[config.mk]
export PLATFORM = sky130hd
export DESIGN_NAME = uart_tx_arbiter
export DESIGN_NICKNAME = d
export VERILOG_FILES = /design/src/rtl/uart_tx_arbiter.sv
export SDC_FILE = /design/constraint.sdc
export NUM_CORES = 1
export LEC_CHECK = 0
export ABC_AREA = 1
export CAP_MARGIN = 25
export CORE_ASPECT_RATIO = 1.1
export CORE_MARGIN = 2
export CORE_UTILIZATION = 39
export CTS_CLUSTER_SIZE = 40
export DETAILED_ROUTE_END_ITERATION = 12
export PLACE_DENSITY_LB_ADDON = 0.2
export SLEW_MARGIN = 5
export SYNTH_ARGS = -nofsm -noshare
export SYNTH_HDL_FRONTEND = slang
export SYNTH_SLANG_ARGS = --single-unit
[constraint.sdc]
create_clock -name sys_clk_i -period 5.05 [get_ports sys_clk_i]
set_input_delay 1.2625 -clock sys_clk_i [delete_from_list [all_inputs] [get_ports sys_clk_i]]
set_output_delay 1.2625 -clock sys_clk_i [all_outputs]
set_load 0.1 [all_outputs]
[src/rtl/uart_tx_arbiter.sv]
// -----------------------------------------------------------------------------
// uart_tx_arbiter
//   Shares one UART TX line between N_REQ byte-stream requesters. A requester
//   wins the line round-robin and keeps it (grant held) until it hands over a
//   byte flagged as last, or until an optional idle timeout releases it. Each
//   accepted byte is sent as 8N1 (start, 8 data bits LSB first, stop) with
//   CLK_DIV sys_clk cycles per bit.
//
// Ports
//   sys_clk_i    in   1        system clock
//   rstn_i       in   1        synchronous active-low reset
//   req_valid_i  in   N_REQ    requester k presents a byte
//   req_data_i   in   8*N_REQ  byte of requester k at [8k+:8]
//   req_last_i   in   N_REQ    byte ends the requester's frame
//   req_ready_o  out  N_REQ    one-cycle accept strobe (combinational, one-hot)
//   grant_o      out  N_REQ    one-hot frame owner, 0 when unlocked
//   busy_o       out  1        serializer active or a frame is locked
//   uart_tx_o    out  1        serial line, idle high
// -----------------------------------------------------------------------------
module uart_tx_arbiter #(
    parameter int N_REQ         = 2,
    parameter int CLK_DIV       = 868,
    parameter int FRAME_TIMEOUT = 0
) (
    input  logic                 sys_clk_i,
    input  logic                 rstn_i,
    input  logic [N_REQ-1:0]     req_valid_i,
    input  logic [8*N_REQ-1:0]   req_data_i,
    input  logic [N_REQ-1:0]     req_last_i,
    output logic [N_REQ-1:0]     req_ready_o,
    output logic [N_REQ-1:0]     grant_o,
    output logic                 busy_o,
    output logic                 uart_tx_o
);

    localparam int PTR_W  = (N_REQ > 1) ? $clog2(N_REQ) : 1;
    localparam int BAUD_W = (CLK_DIV > 1) ? $clog2(CLK_DIV) : 1;
    localparam int TO_W   = (FRAME_TIMEOUT > 0) ? $clog2(FRAME_TIMEOUT + 1) : 1;

    localparam logic [BAUD_W-1:0] BAUD_LAST = BAUD_W'(CLK_DIV - 1);
    // Only meaningful when FRAME_TIMEOUT > 0; the comparison is never reached otherwise.
    localparam logic [TO_W-1:0]   TO_LAST   = TO_W'(FRAME_TIMEOUT - 1);
    localparam logic [PTR_W-1:0]  PTR_RST   = PTR_W'(N_REQ - 1);

    typedef enum logic [1:0] {
        ST_IDLE  = 2'd0,
        ST_START = 2'd1,
        ST_DATA  = 2'd2,
        ST_STOP  = 2'd3
    } state_t;

    // One-hot decode of a requester index.
    function automatic logic [N_REQ-1:0] onehot(input logic [PTR_W-1:0] idx);
        logic [N_REQ-1:0] v;
        v = '0;
        for (int j = 0; j < N_REQ; j++) begin
            v[j] = (PTR_W'(j) == idx) ? 1'b1 : 1'b0;
        end
        return v;
    endfunction

    // Registered state
    state_t              state_r;
    logic [BAUD_W-1:0]   baud_r;
    logic [2:0]          bit_r;
    logic [7:0]          shift_r;
    logic                last_r;
    logic                locked_r;
    logic [PTR_W-1:0]    owner_r;
    logic [PTR_W-1:0]    ptr_r;
    logic [TO_W-1:0]     to_cnt_r;
    logic                tx_r;
    logic [N_REQ-1:0]    grant_r;
    logic                busy_r;

    // Next-state values
    state_t              state_s;
    logic [BAUD_W-1:0]   baud_s;
    logic [2:0]          bit_s;
    logic [7:0]          shift_s;
    logic                last_s;
    logic                locked_s;
    logic [PTR_W-1:0]    owner_s;
    logic [PTR_W-1:0]    ptr_s;
    logic [TO_W-1:0]     to_cnt_s;
    logic                tx_s;
    logic [N_REQ-1:0]    grant_s;
    logic                busy_s;
    logic [N_REQ-1:0]    ready_s;

    // Arbitration / selection
    logic [PTR_W-1:0]    hi_idx_s;
    logic                hi_found_s;
    logic [PTR_W-1:0]    lo_idx_s;
    logic                lo_found_s;
    logic [PTR_W-1:0]    winner_s;
    logic                win_found_s;
    logic [PTR_W-1:0]    sel_idx_s;
    logic                sel_valid_s;
    logic [7:0]          sel_data_s;
    logic                sel_last_s;

    // Round-robin scan: first valid above the pointer, else first valid at or below it.
    always_comb begin
        hi_idx_s   = '0;
        hi_found_s = 1'b0;
        lo_idx_s   = '0;
        lo_found_s = 1'b0;
        for (int j = 0; j < N_REQ; j++) begin
            if (req_valid_i[j] && (PTR_W'(j) > ptr_r) && !hi_found_s) begin
                hi_idx_s   = PTR_W'(j);
                hi_found_s = 1'b1;
            end else begin
                hi_found_s = hi_found_s;
            end
            if (req_valid_i[j] && (PTR_W'(j) <= ptr_r) && !lo_found_s) begin
                lo_idx_s   = PTR_W'(j);
                lo_found_s = 1'b1;
            end else begin
                lo_found_s = lo_found_s;
            end
        end
        winner_s    = hi_found_s ? hi_idx_s : lo_idx_s;
        win_found_s = hi_found_s | lo_found_s;
    end

    // Select the requester of interest: the owner while locked, else the arbitration winner.
    always_comb begin
        sel_idx_s   = locked_r ? owner_r : winner_s;
        sel_valid_s = 1'b0;
        sel_data_s  = 8'h00;
        sel_last_s  = 1'b0;
        for (int j = 0; j < N_REQ; j++) begin
            if (PTR_W'(j) == sel_idx_s) begin
                sel_valid_s = req_valid_i[j];
                sel_data_s  = req_data_i[8*j +: 8];
                sel_last_s  = req_last_i[j];
            end else begin
                sel_valid_s = sel_valid_s;
            end
        end
    end

    // FSM next-state, accept strobe, lock and timeout handling.
    always_comb begin
        state_s  = state_r;
        baud_s   = baud_r;
        bit_s    = bit_r;
        shift_s  = shift_r;
        last_s   = last_r;
        locked_s = locked_r;
        owner_s  = owner_r;
        ptr_s    = ptr_r;
        to_cnt_s = to_cnt_r;
        ready_s  = '0;
        case (state_r)
            ST_IDLE: begin
                baud_s = '0;
                bit_s  = 3'd0;
                if (locked_r) begin
                    if (sel_valid_s) begin
                        // Owner accept has priority over a timeout expiring this cycle.
                        ready_s  = onehot(owner_r);
                        shift_s  = sel_data_s;
                        last_s   = sel_last_s;
                        to_cnt_s = '0;
                        state_s  = ST_START;
                    end else if (FRAME_TIMEOUT > 0) begin
                        if (to_cnt_r == TO_LAST) begin
                            locked_s = 1'b0;
                            to_cnt_s = '0;
                        end else begin
                            to_cnt_s = to_cnt_r + TO_W'(1);
                        end
                    end else begin
                        to_cnt_s = '0;
                    end
                end else if (win_found_s) begin
                    ready_s  = onehot(winner_s);
                    owner_s  = winner_s;
                    ptr_s    = winner_s;
                    locked_s = 1'b1;
                    shift_s  = sel_data_s;
                    last_s   = sel_last_s;
                    to_cnt_s = '0;
                    state_s  = ST_START;
                end else begin
                    to_cnt_s = '0;
                end
            end
            ST_START: begin
                if (baud_r == BAUD_LAST) begin
                    baud_s  = '0;
                    bit_s   = 3'd0;
                    state_s = ST_DATA;
                end else begin
                    baud_s = baud_r + BAUD_W'(1);
                end
            end
            ST_DATA: begin
                if (baud_r == BAUD_LAST) begin
                    baud_s  = '0;
                    shift_s = {1'b0, shift_r[7:1]};
                    if (bit_r == 3'd7) begin
                        state_s = ST_STOP;
                    end else begin
                        bit_s = bit_r + 3'd1;
                    end
                end else begin
                    baud_s = baud_r + BAUD_W'(1);
                end
            end
            ST_STOP: begin
                if (baud_r == BAUD_LAST) begin
                    baud_s  = '0;
                    state_s = ST_IDLE;
                    if (last_r) begin
                        locked_s = 1'b0;
                    end else begin
                        locked_s = locked_r;
                    end
                end else begin
                    baud_s = baud_r + BAUD_W'(1);
                end
            end
            default: begin
                state_s  = ST_IDLE;
                baud_s   = '0;
                bit_s    = 3'd0;
                locked_s = 1'b0;
            end
        endcase
    end

    // Output values computed from the next state so the registered outputs line up with it.
    always_comb begin
        tx_s = 1'b1;
        case (state_s)
            ST_START: tx_s = 1'b0;
            ST_DATA:  tx_s = shift_s[0];
            ST_STOP:  tx_s = 1'b1;
            ST_IDLE:  tx_s = 1'b1;
            default:  tx_s = 1'b1;
        endcase
        grant_s = locked_s ? onehot(owner_s) : '0;
        busy_s  = (state_s != ST_IDLE) || locked_s;
    end

    // State and output registers with synchronous active-low reset.
    always_ff @(posedge sys_clk_i) begin
        if (!rstn_i) begin
            state_r  <= ST_IDLE;
            baud_r   <= '0;
            bit_r    <= 3'd0;
            shift_r  <= 8'h00;
            last_r   <= 1'b0;
            locked_r <= 1'b0;
            owner_r  <= '0;
            ptr_r    <= PTR_RST;
            to_cnt_r <= '0;
            tx_r     <= 1'b1;
            grant_r  <= '0;
            busy_r   <= 1'b0;
        end else begin
            state_r  <= state_s;
            baud_r   <= baud_s;
            bit_r    <= bit_s;
            shift_r  <= shift_s;
            last_r   <= last_s;
            locked_r <= locked_s;
            owner_r  <= owner_s;
            ptr_r    <= ptr_s;
            to_cnt_r <= to_cnt_s;
            tx_r     <= tx_s;
            grant_r  <= grant_s;
            busy_r   <= busy_s;
        end
    end

    // The accept strobe is combinational; it is held off while reset is asserted.
    assign req_ready_o = rstn_i ? ready_s : '0;
    assign grant_o     = grant_r;
    assign busy_o      = busy_r;
    assign uart_tx_o   = tx_r;

endmodule
# Word level (Yosys, flattened, before mapping)
# Cells that the tools add are included.
[word_totals]
output_inout_bits = 6
reg_bits = 31
[op_classes]
muxes = 53
addsub = 2
eq_ne = 14
order_cmp = 4
n_bitwise = 2
reduce_logical = 22
[ops]
columns = ["op", "count"]
rows = [
  ["$mux W8", 5],
  ["$mux W1", 26],
  ["$mux W2", 12],
  ["$pmux W10 S2", 1],
  ["$pmux W8 S2", 1],
  ["$add A10 B1 Y10 const B", 1],
  ["$eq A10 B10 Y1 const B", 1],
  ["$mux W10", 1],
  ["$mux W3", 3],
  ["$pmux W3 S3", 1],
  ["$eq A2 B2 Y1 const B", 4],
  ["$pmux W2 S4", 1],
  ["$reduce_and A4 Y1", 2],
  ["$logic_and A1 B1 Y1", 6],
  ["$ne A2 B2 Y1 const B", 3],
  ["$ne A3 B3 Y1 const B", 2],
  ["$reduce_and A3 Y1", 2],
  ["$reduce_bool A2 Y1", 3],
  ["$eq A2 B1 Y1 const B", 2],
  ["$logic_not A2 Y1", 2],
  ["$add A3 B1 Y3 const B", 1],
  ["$eq A3 B3 Y1 const B", 1],
  ["$pmux W1 S3", 1],
  ["$reduce_bool A3 Y1", 1],
  ["11 further kinds", 14],
]

# Longest topological paths before layout
# Gate-level depths: netlist (run 1).
[logic_depth]
word_depth = 15
mapped_depth = 14
mapped_depth_nobuf = 14

# Worst setup path before layout (run 1)
# Ideal clock, no wire load.
[synth_timing]
kind = "input -> output"
start = "input req_valid_i[0]"
end = "output req_ready_o[0]"
arrival_time_ps = 4442
required_ps = 3788
cell_stages = 5
path_slack_ps = -654
path_cell_list = "nand2_1 > nand3_1 > nand2_1 > buf_2 > nor4_1"
[synth_via]
elab_chain_len = 12
elab_cells_between_ends = 22
classes_between = "mux (15); bitwise (1); reduce/logical (6)"
[synth_rtl]
columns = ["item", "line", "rtl"]
rows = [
  ["start: declaration", "27", "input logic [N_REQ-1:0] req_valid_i,"],
  ["$logic_and A1 B1 Y1 (on tied branches)", "116, 110", ""],
  ["$mux W1 (on tied branches)", "116, 110", ""],
  ["$logic_not A1 Y1 (on tied branches)", "116, 110", ""],
  ["$logic_and A1 B1 Y1 (on tied branches)", "116, 110", ""],
  ["$mux W1 (on tied branches)", "116, 110", ""],
  ["$mux W1", "123", "winner_s = hi_found_s ? hi_idx_s : lo_idx_s;"],
  ["$mux W1", "129", "sel_idx_s = locked_r ? owner_r : winner_s;"],
  ["$mux W1", "134", "if (PTR_W'(j) == sel_idx_s) begin"],
  ["$mux W2", "161", "if (sel_valid_s) begin"],
  ["$mux W2 (*)", "160", "if (locked_r) begin"],
  ["$mux W2 (*)", "156", "case (state_r)"],
  ["$mux W2 (*)", "281", "assign req_ready_o = rstn_i ? ready_s : '0;"],
  ["end: declaration", "30", "output logic [N_REQ-1:0] req_ready_o,"],
]
# Every way passes the cells marked *; elsewhere a longest branch is shown, timed or not.

# Worst setup path after layout (run 1)
[layout_timing]
start = "input req_valid_i[0]"
end = "output req_ready_o[1]"
# The elaborated chain is that of the path after synthesis.

==> results of run 1 <==
[per-layer routing]
layer / part of all wire / GRT usage
met2: 0.48 / 0.268
met4: 0.0079 / 0.0544
met1: 0.48 / 0.209
met5: 0 / 0
met3: 0.034 / 0.0459
[cell usage after synthesis, types with 5 or more instances]
cell     instances  area [um^2]
nor2_1          32          120
dfxtp_1         31          621
a21oi_1         10         50.1
inv_1           30          113
nand2_1         45          169
nand3_1         11         55.1
a31oi_1          5         31.3
nor3_1           5         25.0
ha_1            11          138
o21ai_0         17         85.1
[area by class of cell]
class,count,area [um^2]
sequential,31,621
clock inverter,2,35.0
clock buffer,6,82.6
tap,54,67.6
inverter,31,116
fill,451,2070
timing repair buffer,28,298
multi-input combinational,168,961
[sequential cells by signal (all words and copies together), names as in the netlist]
| register | count |
|---|---|
| last_r | 1 |
| locked_r | 1 |
| state_r | 2 |
| uart_tx_o | 1 |
| baud_r | 10 |
| bit_r | 3 |
| busy_o | 1 |
| grant_o | 2 |
| ptr_r | 1 |
| owner_r | 1 |
| shift_r | 8 |
[per-stage QoR]
| step | hold WS (ns) | instance area (um^2) | power, mW |
|---|---|---|---|
| 2_1_floorplan | 0.418 | 1720 | 0.424 |
| 3_3_place_gp | 0.427 | 2060 | 0.475 |
| 3_5_place_dp | 0.441 | 2060 | 0.476 |
| 4_1_cts | 0.454 | 2180 | 0.730 |
| 5_1_grt | 0.484 | 2180 | 0.765 |
| 6_report | 0.447 | 2180 | 0.720 |
[where the power goes]
| part | leakage (nW) | switching, mW | total, mW | internal, mW |
|---|---|---|---|---|
| clock network | 0.0612 | 0.0910 | 0.250 | 0.159 |
| registers | 0.254 | 0.0130 | 0.281 | 0.268 |
| logic | 0.613 | 0.123 | 0.188 | 0.0656 |
[worst max-delay path, delay by kind of cell]
family	cells	cell delay [ns]
AND/OR/NAND/NOR	4	0.77
buffers and inverters	3	0.90
[worst paths after layout]
path / end / slack, ns / startpoint
worst max register to register: uart_tx_o / 2.97 / state_r[0]
worst min-delay path: baud_r[0] / 0.45 / baud_r[0]
worst min register to register: baud_r[0] / 0.45 / baud_r[0]
worst max-delay path: req_ready_o[1] / 0.87 / req_valid_i[0]
[kinds of logic (layout without fill, tap and decap cells)]
kind of cell / after synthesis / after routing
AOI/OAI and AO/OA: 44 / 44
xor gates and xnor gates: 3 / 3
adders and majority gates: 11 / 11
buffers and inverters: 34 / 67
DFF: 31 / 31
and+or+nand+nor: 110 / 110
==> run metrics, run 1 <==
CP max FO=11; Simple-Gate Fraction of Synth Area=0.302; vias in the first global route=1422; syn_nets=266; worst IR drop on VDD=0.000222 V; type of element capturing the critical path=output port; gpl congestion=0.804; EDFF count, synth=0; vias=1484; Required @ worst endpoint=3.79 ns; port buffer count=27; compound-cell area share of the yosys netlist=0.157; total CTS buffers=5; drt via density=4.64; proportion of synthesized area in mux cells=0; Crit Path Class=in -> out; sequential share of the synthesized area=0.363; GRT Residual Overflow=0; Peak Freq=0.239 GHz; Max clock buf depth=2; first-pass GRT wire length=6170 um; total negative slack=0 ns; synthesis-stage register bit count=31; async set or reset register ratio after synthesis=0; share of cells above drive strength 1=0.128; Root Driver=clkbuf_8; largest family of logic cells by synthesized area=simple AND/OR/NAND/NOR gates; postcts setup bufs=0; R2R cell count=11; final core occ=0.513; Std-Cell Rows=25; LEAKAGE=0.929 nW; hold bufs inserted after CTS=0; Worst-path clk slew=0.06 ns; Pwr Density=330 nW/um^2; ANT cells=0; initial antenna violation count=0; clock skew=0.00190 ns; Final Hold Viols=0; RSZ-0062 raised after global routing=no; H-tree level count=2; Final Max Tran Viols=0; Starting DRT DRC Count=59; Ys Warns=0; top_reg_cell synth=dfxtp_1; HP Class=reg -> reg; CP Data Arrival Time=2.92 ns; core area=4250 um^2; Place WS=0.877 ns; # clock sinks=31; wire length per cell=10.7 um; fin nets=298; Avg Cell Area, Syn=7.34 um^2; Die Area=4930 um^2; Worst-Skew Late Latency=0.28 ns; Starting Density=0.402; final setup fails=0; dpl cells=312; Slew headroom=0.356; Synth Area in Adders=0.0805; Top-Level Pins=28; Post-CTS Resized=0; delay of the slowest critical-path stage=0.46 ns; outcome=complete, no violations; half-perimeter wire length after detailed placement=2610 um; largest net degree at the start of global routing=16; final critical-path required period=4.18 ns; Startpoint Class=primary input; hold path cells=1; Critical-path top delay cell=clkdlybuf4s50_1; final setup margin=0.867 ns; Unique masters post-synth=31; Die Height=73.5 um; drt total wl=3420 um; area grow syn2layout=27.5%; cell area after synthesis=1710 um^2; Die X=67.1 um; all-layer global routing usage=0.165; Post-Layout Cell Count=320; most frequent cells in the layout=45 x nand2_1, 32 x nor2_1, 31 x dfxtp_1; most common cell after layout, fill and taps aside=nand2_1; most used cell, CP=nand2_1; CTS tree=yes; Slew @ Worst Pin=0.963 ns; DRC viols=0; xor/xnor share of the synthesized area=0.0154; final period utilization=0.828; CP Cell Sequence=clkdlybuf4s50_1 > nand2_1 > nand3_1 > nand2_1 > inv_1 > nor3_2 > buf_12; max-cap check violation count=0; Post-DRT Antenna Nets=0; synthesized instance count=233; drt first pass iters=4
No activity file was read; power rests on OpenSTA's default activity.
==> run 2, diff against run 1 <==
clock period = 3.73 ns   (was 5.05 ns; I/O delays follow)
==> run 2 against run 1 <==
  * Non-clock buffer count is 1 higher
  * Routed wire length is 4.5% higher
  * Clock power is 38% higher
  * Cell area increased by 0.34%
  * Largest power group unchanged
==> run metrics, run 2 (synthesis gave the netlist of run 1 again) <==
Die Area=4930 um^2 (unchanged); type of element capturing the critical path=output port; area grow syn2layout=27.9%; H-tree level count=2 (unchanged); total CTS buffers=5 (unchanged); worst IR drop on VDD=0.000235 V (+5.9%); Net Sw Frac=0.318 (+0.00350); LEAKAGE=0.934 nW (+0.55%); core area=4250 um^2 (unchanged); start of the worst register-to-register path=state_r[0]; CP Cell Sequence=clkdlybuf4s50_1 > o21ai_0 > nand2_1 > nand2_1 > nor3_2 > buf_12; half-perimeter wire length after detailed placement=2650 um (+1.3%); Final Max Tran Viols=0 (unchanged); most frequent cells in the layout=45 x nand2_1, 32 x nor2_1, 31 x dfxtp_1; vias in the first global route=1437 (+1.1%); # clock sinks=31 (unchanged); ANT cells=0 (unchanged); Post-CTS Resized=0 (unchanged); final period utilization=0.880; port buffer count=27 (unchanged); fin nets=299 (+0.34%); Buf/Inv on CP=2 (-1); Std-Cell Rows=25 (unchanged); Slew headroom=0.351 (-0.00510); Peak Freq=0.305 GHz; max FFs per register=10 (unchanged); vias=1514 (+2.0%); Slew @ Worst Pin=0.970 ns (+0.00762 ns); Biggest register=baud_r; Max clock buf depth=2 (unchanged); largest net degree at the start of global routing=15 (-1); Worst-Skew Late Latency=0.28 ns (about the same); Root Driver=clkbuf_8; CP Data Arrival Time=2.35 ns (-0.57 ns); Power, Total=0.983 mW (+37%); CP max FO=8 (-3); Seq pwr share=0.388 (-0.002); Post-DRT Antenna Nets=0 (unchanged); hold_ws=0.455 ns (+0.00764 ns); HP Class=reg -> reg; delay of the slowest critical-path stage=0.54 ns (+0.08 ns); outcome=complete, no violations; P_int=0.670 mW (+36%); gpl congestion=0.763 (-5.1%); final setup fails=0 (unchanged); Net Sw Power=0.313 mW (+38%); HP Start=baud_r[0]; GRT Residual Overflow=0 (unchanged); combinational power share=0.262 (about the same); wire length per cell=11.1 um (+4.1%); dpl cells=313 (+0.32%); postcts setup bufs=0 (unchanged); Startpoint Class=primary input; clock skew=0.00631 ns (+0.00440 ns); most used cell, CP=nand2_1; most common cell after layout, fill and taps aside=nand2_1; Worst-path clk slew=0.07 ns (about the same); CTS tree=yes; Top delay family on crit path=buffers and inverters; Clock power frac=0.350 (+0.002); biggest regs=baud_r x10, shift_r x8, bit_r x3; Post-Layout Cell Count=321 (+0.31%); all-layer global routing usage=0.164 (-0.000269); Starting Density=0.402 (unchanged); Die X=67.1 um (unchanged); share of cells above drive strength 1=0.131 (+0.00327); Place WS=0.448 ns (-0.429 ns); Top-Level Pins=28 (unchanged); Starting DRT DRC Count=52 (-12%); initial antenna violation count=0 (unchanged); final setup margin=0.447 ns (-0.419 ns); drt total wl=3570 um (+4.5%); drt first pass iters=4 (unchanged); final critical-path required period=3.28 ns; drt via density=4.72 (+1.7%); max-cap check violation count=0 (unchanged); design area=2190 um^2 (+0.34%); RSZ-0062 raised after global routing=no; Final Hold Viols=0 (unchanged); Crit Path Class=in -> out; first-pass GRT wire length=6130 um (-0.55%); Critical-path top delay cell=clkdlybuf4s50_1; crit path launch=req_valid_i[1]; Pwr Density=449 nW/um^2 (+36%); Die Height=73.5 um (unchanged); DRC viols=0 (unchanged); hold bufs inserted after CTS=0 (unchanged); Required @ worst endpoint=2.80 ns (-0.99 ns); Cell Area, Placed=2070 um^2 (+0.36%)
run 2: cell count changes in the layout (fill, tap and decap cells not counted), sizes merged:
| cell | before | now |
|---|---|---|
| buf | 3 | 4 |
run 2: cell type report:
cell class / instances / area, um^2
fill: 451 / 2070
multi-input combinational: 168 / 961
sequential: 31 / 621
timing repair buffer: 29 / 305
inverter: 31 / 116
clock buffer: 6 / 82.6
tap: 54 / 67.6
clock inverter: 2 / 35.0
run 2: worst register-to-register path: stages, from the launching register on:
cell,delay (ns)
dfxtp_1,0.34
inv_1,0.13
ha_1,0.26
clkinv_1,0.27
nor2_1,0.30
nand2_1,0.08
nand2_1,0.10
inv_1,0.07
ha_1,0.27
nand2_1,0.05
nand2_1,0.05
nand2_1,0.05
run 2: power by group through the flow:
| stage | registers, mW | logic, mW | clock network [mW] |
|---|---|---|---|
| after floorplan | 0.430 | 0.144 | 0 |
| after global placement | 0.388 | 0.259 | 0 |
| after detailed placement | 0.388 | 0.259 | 0 |
| after CTS | 0.381 | 0.261 | 0.350 |
| after global routing | 0.385 | 0.286 | 0.363 |
| final | 0.381 | 0.258 | 0.344 |
run 2: worst paths after layout:
path                                  endpoint  slack, ns  cells past startpoint
worst max-delay path            req_ready_o[1]       0.45                      6
worst min register to register       baud_r[0]       0.45                      1
worst max register to register       uart_tx_o       1.68                     11
worst min-delay path                 baud_r[0]       0.45                      1
run 2: metrics by stage:
| step | util | TNS (ns) |
|---|---|---|
| 4_1_cts | 0.514 | 0 |
| 5_1_grt | 0.514 | 0 |
| 2_1_floorplan | - | -0.124 |
| 3_5_place_dp | 0.487 | 0 |
| 3_3_place_gp | 0.487 | 0 |
| 6_report | 0.514 | 0 |
run 2: per-layer routing:
metal / up-vias / track usage / share of wire
li1: 818 / - / -
met1: 665 / 0.205 / 0.46
met2: 25 / 0.275 / 0.49
met3: 6 / 0.0413 / 0.028
met4: 0 / 0.0544 / 0.015
met5: - / 0 / 0
==> run 3, diff against run 2 <==
PLACE_DENSITY = 0.73   (was not set)
PLACE_DENSITY_LB_ADDON = not set   (was 0.2)
clock period = 3.3 ns   (was 3.73 ns; I/O delays follow)
==> run 3 against run 2 <==
  * Routed wire length is 8.1% lower
  * Via count grew 1.7%
  * Cell area grew 0.11%
  * Worst setup slack worse by 0.11 ns
  * Sequential share of layout area about the same
  * Final cell count increased by 0.62%
  * Combinational power up 16%
  * Register-to-register slack got worse by 0.47 ns
  * Critical path type unchanged
  * Highest routed layer unchanged
==> run metrics, run 3 (synthesis gave the netlist of run 1 again) <==
Worst-Skew Late Latency=0.28 ns (about the same); # clock sinks=31 (unchanged); GRT Residual Overflow=0 (unchanged); wire length per cell=10.2 um (-8.6%); drt via density=4.76 (+1.0%); Worst-path clk slew=0.06 ns (about the same); LEAKAGE=0.944 nW (+1.1%); final core occ=0.515 (+0.000588); CP Cell Sequence=clkdlybuf4s50_1 > nand2_1 > nand3_1 > nand2_1 > inv_1 > nor3_4 > buf_12; fin nets=301 (+0.67%); max FFs per register=10 (unchanged); final setup margin=0.336 ns (-0.111 ns); HP Class=reg -> reg; Reg2Reg Setup Slack=1.21 ns (-0.47 ns); type of element capturing the critical path=output port; Startpoint Class=primary input; Top-Level Pins=28 (unchanged); H-tree level count=2 (unchanged); Pwr Density=481 nW/um^2 (+7.1%); hold bufs inserted after CTS=0 (unchanged); drt first pass iters=4 (unchanged); all-layer global routing usage=0.159 (-0.00556); Critical-path top delay cell=clkdlybuf4s50_1; Required @ worst endpoint=2.47 ns (-0.33 ns); Place WS=0.324 ns (-0.124 ns); Root Driver=clkbuf_8; Starting Density=0.402 (unchanged); Post-DRT Antenna Nets=0 (unchanged); Crit Path Class=in -> out; total CTS buffers=5 (unchanged); filler cell count=430 (-4.7%); Max clock buf depth=2 (unchanged); DRC viols=0 (unchanged); vias=1539 (+1.7%); Starting DRT DRC Count=56 (+7.7%); vias in the first global route=1489 (+3.6%); first-pass GRT wire length=6030 um (-1.7%); largest net degree at the start of global routing=15 (unchanged); initial antenna violation count=0 (unchanged); max-cap check violation count=0 (unchanged); CTS tree=yes; Final Max Tran Viols=0 (unchanged); Peak Freq=0.337 GHz; most common cell after layout, fill and taps aside=nand2_1; biggest regs=baud_r x10, shift_r x8, bit_r x3; area grow syn2layout=28.1%; drt total wl=3290 um (-8.1%); share of cells above drive strength 1=0.149 (+0.0176); Die Height=73.5 um (unchanged); worst IR drop on VDD=0.000228 V (-2.8%); outcome=complete, no violations; final period utilization=0.898; RSZ-0062 raised after global routing=no; Post-CTS Resized=0 (unchanged); core area=4250 um^2 (unchanged); final setup fails=0 (unchanged); Die Area=4930 um^2 (unchanged); half-perimeter wire length after detailed placement=2520 um (-4.8%); CP max FO=4 (-4); most used cell, CP=nand2_1; clock skew=0.00400 ns (-0.00231 ns); CP Data Arrival Time=2.14 ns (-0.21 ns); delay of the slowest critical-path stage=0.46 ns (-0.08 ns); most frequent cells in the layout=45 x nand2_1, 32 x nor2_1, 31 x dfxtp_1; port buffer count=27 (unchanged); postcts setup bufs=0 (unchanged); ANT cells=0 (unchanged); total negative slack=0 ns (unchanged); Slew @ Worst Pin=0.390 ns (-0.581 ns); Biggest register=baud_r; Power, Total=1.05 mW (+7.2%); Std-Cell Rows=25 (unchanged); gpl congestion=0.806 (+5.7%); Post-Layout Cell Count=323 (+0.62%); dpl cells=315 (+0.64%); Slew headroom=0.740 (+0.389); Die X=67.1 um (unchanged); Final Hold Viols=0 (unchanged); final critical-path required period=2.96 ns
[run 3: cell types whose count changed in the layout (fill, tap and decap cells not counted)]
cell | previous run | this run
nor3_4 | 0 | 1
nor3_2 | 1 | 0
clkbuf_8 | 6 | 7
nor4_4 | 0 | 1
nor4_2 | 1 | 0
buf_4 | 2 | 8
clkinv_2 | 1 | 0
bufinv_16 | 1 | 0
clkdlybuf4s50_1 | 25 | 21
clkbuf_1 | 0 | 1
[run 3: critical path: cells and delay by family]
family	cells	cell delay (ns)
buf+inv	3	0.76
simple gates	4	0.55
[run 3: worst paths after layout]
path | start | endpoint | cells after the start
setup / recovery | req_valid_i[0] | req_ready_o[1] | 7
hold / removal | baud_r[0] | baud_r[0] | 1
setup reg to reg | state_r[0] | uart_tx_o | 11
hold reg to reg | baud_r[0] | baud_r[0] | 1
[run 3: layout make-up]
| type | count | area [um^2] | area share |
|---|---|---|---|
| timing repair buffer | 31 | 310 | 0.142 |
| sequential | 31 | 621 | 0.283 |
| multi-input combinational | 168 | 976 | 0.445 |
| tap | 54 | 67.6 | 0.0308 |
| inverter | 31 | 116 | 0.0531 |
| clock buffer | 8 | 100 | 0.0457 |
[run 3: stage by stage]
step                      instance area [um^2]  hold WS [ns]
final                                     2190         0.452
after detailed placement                  2090         0.439
after CTS                                 2190         0.460
after global routing                      2190         0.490
after floorplan                           1740         0.418
after global placement                    2090         0.427
[run 3: report_power, final]
part           internal (mW)  switching (mW)
Combinational          0.106           0.191
Sequential             0.411          0.0203
Clock                  0.190           0.135
Total                  0.707           0.347
[run 3: layer usage]
layer  share of wire  track usage
met5               0            0
met4           0.015       0.0476
met3           0.038       0.0551
met2            0.48        0.272
met1            0.47        0.186
